File: src/rtl/timer.sv
// Memory-mapped down-counting timer: 16-bit prescaler, reloadable counter,
// one-shot / auto-reload modes, sticky expiry flag and level interrupt.
module timer #(
  parameter int BITS     = 16,
  parameter int CLK_FREQ = 10000000
) (
  input  logic            CLK,
  input  logic            RSTb,
  input  logic [3:0]      ADDRESS,
  input  logic [BITS-1:0] DATA_IN,
  output logic [BITS-1:0] DATA_OUT,
  input  logic            WR,
  output logic            irq
);

  localparam logic [3:0] A_CTRL     = 4'h0;
  localparam logic [3:0] A_PRESCALE = 4'h1;
  localparam logic [3:0] A_RELOAD   = 4'h2;
  localparam logic [3:0] A_COUNT    = 4'h3;
  localparam logic [3:0] A_STATUS   = 4'h4;
  localparam logic [BITS-1:0] ONE   = {{(BITS-1){1'b0}}, 1'b1};

  // CLK_FREQ documents the intended clock only; nothing is derived from it.
  if (CLK_FREQ > 0) begin : g_clk_freq_doc
  end

  logic            en, auto_rl, ie, exp_flag;
  logic [BITS-1:0] prescale, reload, count, pcnt;

  logic            en_n, auto_n, ie_n, exp_n, irq_n;
  logic [BITS-1:0] prescale_n, reload_n, count_n, pcnt_n;

  logic wr_ctrl, wr_pre, wr_rel, wr_cnt, wr_stat;
  logic tick, stop, tick_eff, expire;

  always_comb begin
    wr_ctrl  = WR && (ADDRESS == A_CTRL);
    wr_pre   = WR && (ADDRESS == A_PRESCALE);
    wr_rel   = WR && (ADDRESS == A_RELOAD);
    wr_cnt   = WR && (ADDRESS == A_COUNT);
    wr_stat  = WR && (ADDRESS == A_STATUS);

    tick     = en && (pcnt == prescale);
    // A CTRL write clearing EN suppresses the tick on that same edge.
    stop     = wr_ctrl && !DATA_IN[0];
    tick_eff = tick && !stop;
    expire   = tick_eff && (count == '0);

    en_n       = en;
    auto_n     = auto_rl;
    ie_n       = ie;
    prescale_n = wr_pre ? DATA_IN : prescale;
    reload_n   = wr_rel ? DATA_IN : reload;

    if (wr_ctrl) begin
      en_n   = DATA_IN[0];
      auto_n = DATA_IN[1];
      ie_n   = DATA_IN[2];
    end else if (expire && !auto_rl) begin
      en_n = 1'b0;
    end

    // A direct COUNT write overrides whatever the tick would have done.
    count_n = count;
    if (wr_cnt) begin
      count_n = DATA_IN;
    end else if (tick_eff) begin
      if (count != '0)  count_n = count - ONE;
      else if (auto_rl) count_n = reload;
    end

    // Setting beats clearing when both land on the same edge.
    exp_n = exp_flag;
    if (expire)                     exp_n = 1'b1;
    else if (wr_stat && DATA_IN[0]) exp_n = 1'b0;

    if (!en || stop || wr_pre || tick) pcnt_n = '0;
    else                               pcnt_n = pcnt + ONE;

    irq_n = exp_n && ie_n;
  end

  always_ff @(posedge CLK or negedge RSTb) begin
    if (!RSTb) begin
      en       <= 1'b0;
      auto_rl  <= 1'b0;
      ie       <= 1'b0;
      prescale <= '0;
      reload   <= '0;
      count    <= '0;
      pcnt     <= '0;
      exp_flag <= 1'b0;
      irq      <= 1'b0;
    end else begin
      en       <= en_n;
      auto_rl  <= auto_n;
      ie       <= ie_n;
      prescale <= prescale_n;
      reload   <= reload_n;
      count    <= count_n;
      pcnt     <= pcnt_n;
      exp_flag <= exp_n;
      irq      <= irq_n;
    end
  end

  always_comb begin
    DATA_OUT = '0;
    case (ADDRESS)
      A_CTRL:     DATA_OUT[2:0] = {ie, auto_rl, en};
      A_PRESCALE: DATA_OUT = prescale;
      A_RELOAD:   DATA_OUT = reload;
      A_COUNT:    DATA_OUT = count;
      A_STATUS:   DATA_OUT[0] = exp_flag;
      default:    DATA_OUT = '0;
    endcase
  end

endmodule

File: config.mk
export PLATFORM = sky130hd
export DESIGN_NAME = timer
export DESIGN_NICKNAME = d
export VERILOG_FILES = /design/src/rtl/timer.sv
export SDC_FILE = /design/constraint.sdc
export NUM_CORES = 1
export LEC_CHECK = 0
export ABC_AREA = 0
export CORE_MARGIN = 3
export CORE_UTILIZATION = 63
export CTS_CLUSTER_DIAMETER = 30
export DETAILED_ROUTE_END_ITERATION = 8
export DONT_BUFFER_PORTS = 1
export PLACE_DENSITY = 0.79
export SYNTH_ARGS = -nofsm -noshare
export SYNTH_HDL_FRONTEND = slang
export SYNTH_SLANG_ARGS = --single-unit
File: constraint.sdc
create_clock -name CLK -period 3.7 [get_ports CLK]
set_clock_uncertainty 0.15 [all_clocks]
set_input_delay 0.74 -clock CLK [delete_from_list [all_inputs] [get_ports CLK]]
set_output_delay 0.74 -clock CLK [all_outputs]
set_load 0.02 [all_outputs]
* Word level (Yosys, flattened, before mapping)
Index checks and enable logic that the tools add are counted.
** Storage, ports and cells
- Register bits after elaboration :: 69
- Bits in latches :: 0
- Memory bits (writable) :: 0
- ROM bits :: 0
- Output and inout port bits :: 17
- Memories :: 0
** Cells by class
- $add $sub $neg :: 2
- Multiply operators :: 0
- Divide/modulo/power cells :: 0
- $lt $le $gt $ge :: 0
- Equal/unequal tests :: 5
- Shift operators :: 0
- Multiplexer cells :: 13
- Bitwise gates (word level) :: 0
- Reductions and logical operators :: 26
** Operators with widths (count)
- $mux 16 :: 5
- $pmux 13 s3 :: 1
- $add 16x1->16 const B :: 1
- $eq 16x16->1 :: 1
- $logic_not 16->1 :: 1
- $reduce_bool 16->1 :: 1
- $sub 16x1->16 const B :: 1
- $logic_and 1x1->1 :: 12
- $eq 4x2->1 const B :: 2
- $pmux 2 s4 :: 1
- $mux 1 :: 5
- $pmux 1 s5 :: 1
- $eq 4x1->1 const B :: 1
- $eq 4x3->1 const B :: 1
- $logic_not 1->1 :: 4
- $logic_not 4->1 :: 1
- $reduce_bool 2->1 :: 2
- $logic_or 1x1->1 :: 3
- $reduce_bool 3->1 :: 1
- $reduce_and 2->1 :: 1

* Depth between registers and ports, before layout
- Word-level depth :: 9
- Depth in mapped cells :: 10
- Depth with buffers taken out :: 8

* Worst setup path after synthesis
OpenSTA, ideal clock, no wires.
- Path type :: input port to output port
- From :: in ADDRESS[3]
- To :: out DATA_OUT[10]
- Arrival :: 1915 ps
- Required time :: 2810 ps
- Slack :: 895 ps
- Cell stages on the path :: 5
- Path through :: nor4bb_1 clkbuf_1 clkbuf_1 a22oi_1 nand2_1
** Between the ends
- Longest elaborated chain between the ends :: 2
- Elaborated cells between the ends (all ways) :: 4
** RTL lines
- start: declaration :: line 9 : input logic [3:0] ADDRESS,
- $eq 4x2->1 / $eq 4x1->1 (equally long branches) :: line 109 : case (ADDRESS)
- $pmux 13 s3 * :: line 109
- end: declaration :: line 11 : output logic [BITS-1:0] DATA_OUT,
Every way passes the cells marked *; elsewhere a longest branch is shown, timed or not.

* Worst setup path after layout
- From :: in ADDRESS[1]
- To :: out DATA_OUT[5]
The elaborated chain is that of the path after synthesis.

==> results.md <==
- Run status: finished clean
- Fin Setup TNS: 0 ps
- I/O pin cnt: 40
- Fraction of the mapped netlist area in simple logic gates: between 20% and 30%
- TritonCTS buffer count: 9
- 1st-iter DRT viols: approximately 290
- Most common library cell in the layout ignoring fill and taps: sky130_fd_sc_hd__dfrtp_1
- CTS root buf: sky130_fd_sc_hd__clkbuf_8
- Fraction of synthesized area in multiplexers: 10.6%
- Max Fanout on Critical Path: 11
- Type of the worst min-delay path: primary input to asynchronous set/reset pin
- First-pass GRT wire length: approximately 17000 microns
- Sequential-to-total area share from yosys stat: between 40% and 50%
- DP HPWL: around 7200 microns
- Final net count: around 450
- Clock Pin Slew Worst Setup and Hold Paths: around 80 ps
- Yosys Warn Count: 0
- Worst relative slew slack: 52.9%
- Share of final-layout standard cells stronger than drive strength 1: between 10% and 20%
- Complex-gate fraction of the synthesized area: 13.3%
- Tcrit/Tclk final: between 70% and 80%
- Number of cells produced by synthesis: around 420
- Total number of placement rows: 28
- Final min period: 2800 ps
- Count of final max-slew check failures: 0
- Via count of the first global-routing pass: 3337
- Post-layout utilization of the core: 71.4%
- Number of max-capacitance violations reported: 0
- Setup crit start kind: primary input
- Die height: between 80 and 90 microns
- Insertion delay to the later sink of the worst-skew pair: ~360 ps
- Die ar.: about 7400 sq um
- Via Count: 3335
- X dimension of the die: ~86 microns
- Final cell count without fillers: 504
- Post-Syn Nets: between 400 and 500
- Areal power density over the cells: ~510 nW/um^2
- Initial Util: 66.6%
- TritonCTS clock tree: done
- Post-cts repair resize count: 0
- Number of enable-type register cells in the synthesized netlist: 0
- Main combinational cell family by area after synthesis: simple AND/OR/NAND/NOR gates
- ANT cells: 0
- Adder-cell share of the synthesized area: less than 1%
- Final global-route overflow total: 0
- Leading cell types in the layout, fill and taps excluded: 69 x sky130_fd_sc_hd__dfrtp_1, 62 x sky130_fd_sc_hd__nand2_1, 45 x sky130_fd_sc_hd__nor2_1, 34 x sky130_fd_sc_hd__mux2_2, 20 x sky130_fd_sc_hd__xor2_1
- Mean number of vias per cell: roughly 6.6
- Residual antenna-violating net count after detailed routing: 0
- Area of the core: between 6000 and 7000 sq um
- Wire length per cell after detailed routing: 20.1 microns
- Pin slew with the least headroom to its limit: 704 ps
- Clock H-tree levels: 3
- Setup-failing EPs final: 0
- Number of different library cells in the post-synthesis netlist: between 60 and 70
- Maximum resistive drop on vdd: 0.384 mV
- RSZ-0062 raised after global routing: false
- DRC errors left: 0
- Reported leakage power: 1.93 nW
- Synthesized area divided by synthesized cell count: between 9 and 10 sq um
- Post-Place Cells: slightly below 500
- Total track usage: slightly below 30%
- Arrival time worst endpoint: approximately 1900 ps
- Commonest register cell after synthesis: sky130_fd_sc_hd__dfrtp_1
- Hold slack: slightly above 80 ps
- Pin count of the biggest net entering global routing: 70
- Cell area after placement: 4120 sq um
- Buffers added on ports: 0
- Area added between synthesis and finish: 7.16%
- Routed WL: 10100 microns
- Path type of the worst setup path: primary input to output pin
- Bufs on Longest Clock Path: 2
- Achievable Freq: around 360 MHz
- Gp weighted congestion: roughly 0.94
- Required arrival time at the worst endpoint: 2810 ps
- Antenna violations before repair: 0
- First-pass detailed-route iteration total: 5
- Share of the synthesized netlist area taken by xor and xnor gates: 6.07%
- Flop and latch count out of synthesis: ~70
- Crit path capture type: output pin
- Final number of hold-violating endpoints: 0
- Cell area after synthesis: between 4000 and 5000 sq um
- Async set-or-reset flop fraction in the synthesized netlist: 100%
- Final instance area: 4330 sq um
- CTS sink cnt: about 70
where the power goes:
group          total [mW]  internal (mW)  switching [mW]
clock               0.589          0.301           0.288
sequential           1.11          0.895           0.218
combinational       0.511          0.243           0.268
logic make-up after synthesis:
| family | Yosys count |
|---|---|
| and+or+nand+nor | 180 |
| DFF | 69 |
| xor gates and xnor gates | 28 |
| adders and majority gates | 3 |
| buffers and inverters | 30 |
| AOI/OAI and AO/OA | 76 |
| muxes | 38 |
area by class of cell:
cell class | instances | area (sq um)
repair buffers | 10 | 95.1
well taps | 75 | 93.8
fillers | 454 | 1730
clock inverters | 6 | 55.1
flip-flops and latches | 69 | 1730
clock buffers | 9 | 124
multi-input cells | 325 | 2190
inverters | 10 | 37.5
synth_stat cells (all sizes together), types with 3 or more instances:
cell type	count	area [sq um]
a21oi	9	45.0
a22oi	14	105
a31oi	8	50.1
a41oi	3	26.3
and2	5	31.3
and3	6	37.5
buf	7	53.8
clkbuf	13	48.8
dfrtp	69	1730
ha	3	37.5
inv	10	37.5
mux2	35	398
mux2i	3	30.0
nand2	63	239
nand2b	5	31.3
nand3	10	50.1
nand3b	4	30.0
nand4	8	62.6
nor2	45	169
nor3	10	60.1
nor4	6	67.6
o21ai	18	90.1
o31ai	3	27.5
or3	4	25.0
or4	3	26.3
xnor2	8	70.1
xor2	20	175
per-layer routing:
layer | global-route usage (%) | vias to the layer above | wire (microns)
met2 | 46.5 | 149 | 4790
met5 | 0 | - | 0
met3 | 5.57 | 19 | 836
met4 | 13.4 | 0 | 230
li1 | - | 1529 | -
met1 | 40.3 | 1638 | 4280
repair_timing:
item	4_1_cts	5_1_grt
endpoints found under the hold margin	69	0
buffers inserted	0	0
hold buffers	1	0
path summary, 6_finish.rpt:
check                            from     endpoint  slack (ps)  cells after the start
setup / recovery           ADDRESS[1]  DATA_OUT[5]         900                      4
hold / removal                   RSTb      pcnt[4]          80                      1
setup reg to reg             count[0]    count[11]        1060                      9
hold reg to reg              exp_flag     exp_flag         390                      2
max in group asynchronous        RSTb          irq        3000                      1
min in group CLK           DATA_IN[5]     count[5]         350                      2
per-stage QoR:
step | total power [mW] | setup WS (ps)
after floorplan | 1.46 | 895
after global placement | 1.59 | 902
final | 2.21 | 898
after CTS | 2.21 | 917
after global routing | 2.33 | 814
after detailed placement | 1.60 | 919
worst max-delay path: stages:
cell and delay (ps):
sky130_fd_sc_hd__nor4bb_4 550, sky130_fd_sc_hd__buf_4 290, sky130_fd_sc_hd__a22oi_1 110, sky130_fd_sc_hd__nand2_1 220
registers in the layout, indices dropped and copies added, names as in the netlist:
name	flops
irq	1
en	1
ie	1
prescale	16
count	16
auto_rl	1
pcnt	16
exp_flag	1
reload	16
No activity file was read; power rests on OpenSTA's default activity.
==> RTL edit 1, RTL diff (same flow settings) <==
The parameter `BITS` goes from 16 to 32.
--- a/src/rtl/timer.sv
+++ b/src/rtl/timer.sv
@@ -1,7 +1,7 @@
 // Memory-mapped down-counting timer: 16-bit prescaler, reloadable counter,
 // one-shot / auto-reload modes, sticky expiry flag and level interrupt.
 module timer #(
-  parameter int BITS     = 16,
+  parameter int BITS     = 32,
   parameter int CLK_FREQ = 10000000
 ) (
   input  logic            CLK,
Ports: changed (resized DATA_IN and DATA_OUT); port bits go from 40 to 72. The function was not compared with the original's and may differ.
==> RTL edit 1 against the unedited design <==
- the flow now finishes with violations (negative hold slack)
- critical path depth increased by 4
- die area is 77% higher
- largest cell class unchanged
- wire length increased by 100%
- area after synthesis is 84% higher
- sequential cell count rose by 64
- final area rose by 89%
- clock power grew to 3.1 times the old value
- total power grew 120%
- count of clock-buffer cells in the layout rose by 11
- setup slack lost 0.39 ns
==> RTL edit 1: results <==
group,metric,value,unit
run_status,status,"complete, but fails checks",
run_status,violations,"negative hold slack",
place,placed_cells,876,
grt,use_met3,8.83,%
yosys,synth.net_count,808,
place,place.gp.congestion,0.926,
yosys,yosysSeqAreaShare,44.9,%
critical_path,cp.arrival,3.38,ns
power,p_seq,2.18,mW
clocking,htree_num_levels,4,
power,vdd_drop_max,565,µV
yosys,synth_mux_area_share,10.7,%
yosys,synth_compound_area_share,13.6,%
clocking,clk_pin_slew,0.06,ns
clocking,cts_buffers,17,
clocking,clockRootBuffer,"clkbuf_16",
sta,worstMarginPinSlew,1.07,ns
clocking,clock_latency,0.43,ns
critical_path,worst_path_max_delay_cell,"or4_2",
drt,firstDrtPassIters,9,
yosys,synth_xor_area_share,7.79,%
power,power.internal,3.31,mW
power,combPwrFrac,16.4,%
grt,grt_pass1_wl,33000,µm
finish,drive_gt1_share,16.1,%
drt,wl_met3,2130,µm
clocking,ctsResizeCount,0,
drt,drt_iter0_drc,935,
yosys,synth.distinct_cells,53,
drt,dr.max_layer_used,"met4",
yosys,syn_avg_cell_area,9.68,µm²
yosys,ys_top_cells_by_area,"dfrtp_1 45%, mux2_2 10%, xor2_1 4.5%",
critical_path,critPathMaxStageDelay,0.75,ns
grt,grt_max_degree,134,
yosys,netlist_top_cells_count,"133 x dfrtp_1, 86 x nor2_1, 66 x mux2_2, 61 x nand2_1, 38 x xor2_1",
finish,instances_no_fill,908,
sta,worst_hold_slack,-0.148,ns
finish,nets,797,
grt,track_usage,32.7,%
drt,m1WireLength,8130,µm
grt,grt_pass1_vias,6270,
place,dp_slack,0.628,ns
drt,wl_per_cell,22.6,µm
power,p_leak,3.57,nW
yosys,synthAdderAreaFrac,0.506,%
critical_path,critPathMaxFanout,13,
drt,met2WireLength,9870,µm
grt,globalRouteMet1Util,43.2,%
grt,met2_usage,52.2,%
sta,hold_viol,133,
place,place_hpwl,14100,µm
drt,avgViaCountPerCell,6.95,
-- RTL edit 1: cell types whose count changed after synthesis, moves of 11 or more --
| cell | before | now |
|---|---|---|
| clkbuf_1 | 13 | 29 |
| o211ai_1 | 2 | 14 |
| o21ai_0 | 13 | 24 |
| xnor2_1 | 8 | 28 |
| a211oi_1 | 0 | 19 |
| nand3_1 | 10 | 32 |
| a22oi_1 | 14 | 0 |
| dfrtp_1 | 69 | 133 |
| inv_1 | 10 | 36 |
| a222oi_1 | 1 | 29 |
| nor3_1 | 8 | 23 |
| nor2_1 | 45 | 86 |
| mux2_2 | 34 | 66 |
| xor2_1 | 20 | 38 |
-- RTL edit 1: worst max-delay path: cells and delay by family, from the launching register on --
family,cells,cell delay [ns]
AND/OR/NAND/NOR,6,2.06
flip-flops,1,0.45
buffers and inverters,1,0.25
AO/OA/AOI/OAI,1,0.18
-- RTL edit 1: worst paths after layout --
kind                       startpoint         end  slack, ns  cells past startpoint
max                         count[11]    count[7]       0.51                      8
min                              RSTb         irq      -0.15                      0
max reg2reg                 count[11]    count[7]       0.51                      8
min reg2reg                reload[19]  reload[19]       0.39                      1
max in group asynchronous        RSTb   count[13]       3.29                      0
min in group CLK           DATA_IN[0]          en       0.29                      2
-- RTL edit 1: cell type report --
type | count | area (µm²)
well taps | 140 | 175
repair buffers | 16 | 133
clock buffers | 20 | 457
inverters | 36 | 135
flip-flops and latches | 133 | 3330
fillers | 789 | 3010
multi-input cells | 551 | 3760
clock inverters | 12 | 178
-- RTL edit 1: stage by stage --
step                area (µm²)  total power [mW]  hold slack (ns)  utilization, %
finish                    8170              4.77           -0.148            73.1
global route              8170              4.96           -0.166            73.1
CTS                       8170              4.77           -0.164            73.1
detailed placement        7530              2.95            0.299            67.4
global placement          7530              2.90            0.300            67.4
floorplan                 7420              2.68            0.294               -
==> RTL edit 2, RTL diff (same flow settings) <==
Made on the original files. The output `irq` loses its register stage (`irq` becomes a continuous assignment).
--- a/src/rtl/timer.sv
+++ b/src/rtl/timer.sv
@@ -90,7 +90,6 @@
       count    <= '0;
       pcnt     <= '0;
       exp_flag <= 1'b0;
-      irq      <= 1'b0;
     end else begin
       en       <= en_n;
       auto_rl  <= auto_n;
@@ -100,9 +99,10 @@
       count    <= count_n;
       pcnt     <= pcnt_n;
       exp_flag <= exp_n;
-      irq      <= irq_n;
     end
   end
+
+  assign irq = irq_n;
 
   always_comb begin
     DATA_OUT = '0;
Behaviour: not the same (a bounded check fails within 4 cycles, from zero or initial values and one cycle with RSTb low).
==> RTL edit 2 against the unedited design <==
- final area decreased by 0.43%
- global-route usage shrank 0.052 points
- critical path type is now flop to output pin
- setup slack worse by 0.45 ns
- synthesized cell count shrank 0.24%
- critical path depth up 2
- largest power group unchanged
- sequential cell count fell by 1
- area after synthesis is 0.62% lower
- total power hardly changed
- wire length grew 2.4%
- non-clock buffer count stayed put
- highest routed layer unchanged
==> RTL edit 2: results <==
group,metric,value,unit
sta,worst_slack,0.446,ns
clocking,cts_buffers,9,
clocking,ctsResizeCount,0,
finish,antennaDiodeCount,0,
critical_path,r2r_slack,0.82,ns
grt,use_met3,7.40,%
grt,met2_usage,46.8,%
grt,antenna_found_initial,0,
yosys,synth.distinct_cells,61,
yosys,ys_top_cells_by_area,"dfrtp_1 42%, mux2_2 9.5%, nand2_1 5.8%",
clocking,htree_num_levels,3,
clocking,postCtsHoldBufs,1,
yosys,yosys_warnings,0,
power,p_leak,1.91,nW
drt,drt_iter0_drc,298,
drt,num_vias,3352,
clocking,clock_latency,0.35,ns
yosys,synth.net_count,449,
grt,track_usage,29.7,%
drt,firstDrtPassIters,5,
drt,wl,10400,µm
grt,grt_pass1_vias,3192,
power,vdd_drop_max,350,µV
critical_path,cp.arrival,2.36,ns
yosys,syn_inst,423,
grt,grt_pass1_wl,16800,µm
finish,drive_gt1_share,16.3,%
critical_path,r2r-start,"count[0]",
yosys,netlist_top_cells_count,"68 x dfrtp_1, 62 x nand2_1, 45 x nor2_1, 34 x mux2_2, 20 x xor2_1",
critical_path,rr_worst_depth,9,
place,place_hpwl,7400,µm
place,portBuffers,0,
clocking,clockRootBuffer,"clkbuf_8",
run_status,status,"completed",
grt,grt_max_degree,69,
place,place.gp.congestion,0.882,
critical_path,critPathMaxFanout,6,
place,placed_cells,487,
place,dp_slack,0.743,ns
critical_path,r2r-end,"count[4]",
yosys,yosysSeqAreaShare,42.4,%
finish,fin_area,0.00431,mm²
clocking,cts_setup_buffers,0,
yosys,synthArstFlopShare,100,%
sta,worstMarginPinSlew,0.736,ns
hold_path,hp-class,"primary input to async pin",
clocking,clk_pin_slew,0.07,ns
clocking,clockBufferDepth,2,
sta,worst_hold_slack,0.113,ns
grt,globalRouteMet1Util,39.5,%
finish,fill_cells,453,
yosys,synthFlopType,"dfrtp_1",
place,post_dp_cell_area,0.00409,mm²
drt,wl_per_cell,20.6,µm
-- RTL edit 2: worst max-delay path by stage --
stage	start	slack [ns]	depth (start not counted)	endpoint
CTS	prescale[15]	0.48	6	irq
global placement	ADDRESS[0]	0.74	5	DATA_OUT[14]
finish	prescale[15]	0.45	6	irq
global route	pcnt[14]	0.24	6	irq
floorplan	ADDRESS[3]	0.89	5	DATA_OUT[10]
detailed placement	ADDRESS[0]	0.74	5	DATA_OUT[14]
-- RTL edit 2: worst max-delay path, stage by stage (launching register included) --
cell     delay, ns
dfrtp_1       0.41
xor2_1        0.17
nor4_1        0.34
and4_1        0.30
nand3_1       0.24
o21ai_0       0.26
and2_1        0.29
-- RTL edit 2: layout make-up --
cell class / count / area share [%]
well taps: 75 / 2.18
clock buffers: 12 / 3.37
flip-flops and latches: 68 / 39.5
repair buffers: 10 / 2.21
multi-input cells: 325 / 50.7
inverters: 10 / 0.871
clock inverters: 4 / 1.13
-- RTL edit 2: kinds of logic after synthesis --
group | count (synthesis) | synth area share (%)
buffers and inverters | 30 | 3.49
DFF | 68 | 42.4
adders and majority gates | 3 | 0.936
AOI/OAI and AO/OA | 76 | 13.4
xor gates and xnor gates | 28 | 6.11
muxes | 38 | 10.7
and+or+nand+nor | 180 | 23.0
-- RTL edit 2: routing by layer --
layer	routed length, µm	vias up	share of wire (%)
met5	0	-	0
met2	4930	168	48
li1	-	1527	-
met4	279	0	2.7
met3	920	26	8.9
met1	4240	1631	41
-- RTL edit 2: power by group --
part / leakage, nW / internal, mW / total (mW) / switching (mW)
Combinational: 0.946 / 0.244 / 0.513 / 0.269
Sequential: 0.864 / 0.884 / 1.10 / 0.212
Clock: 0.100 / 0.329 / 0.605 / 0.276
Total: 1.91 / 1.46 / 2.21 / 0.757
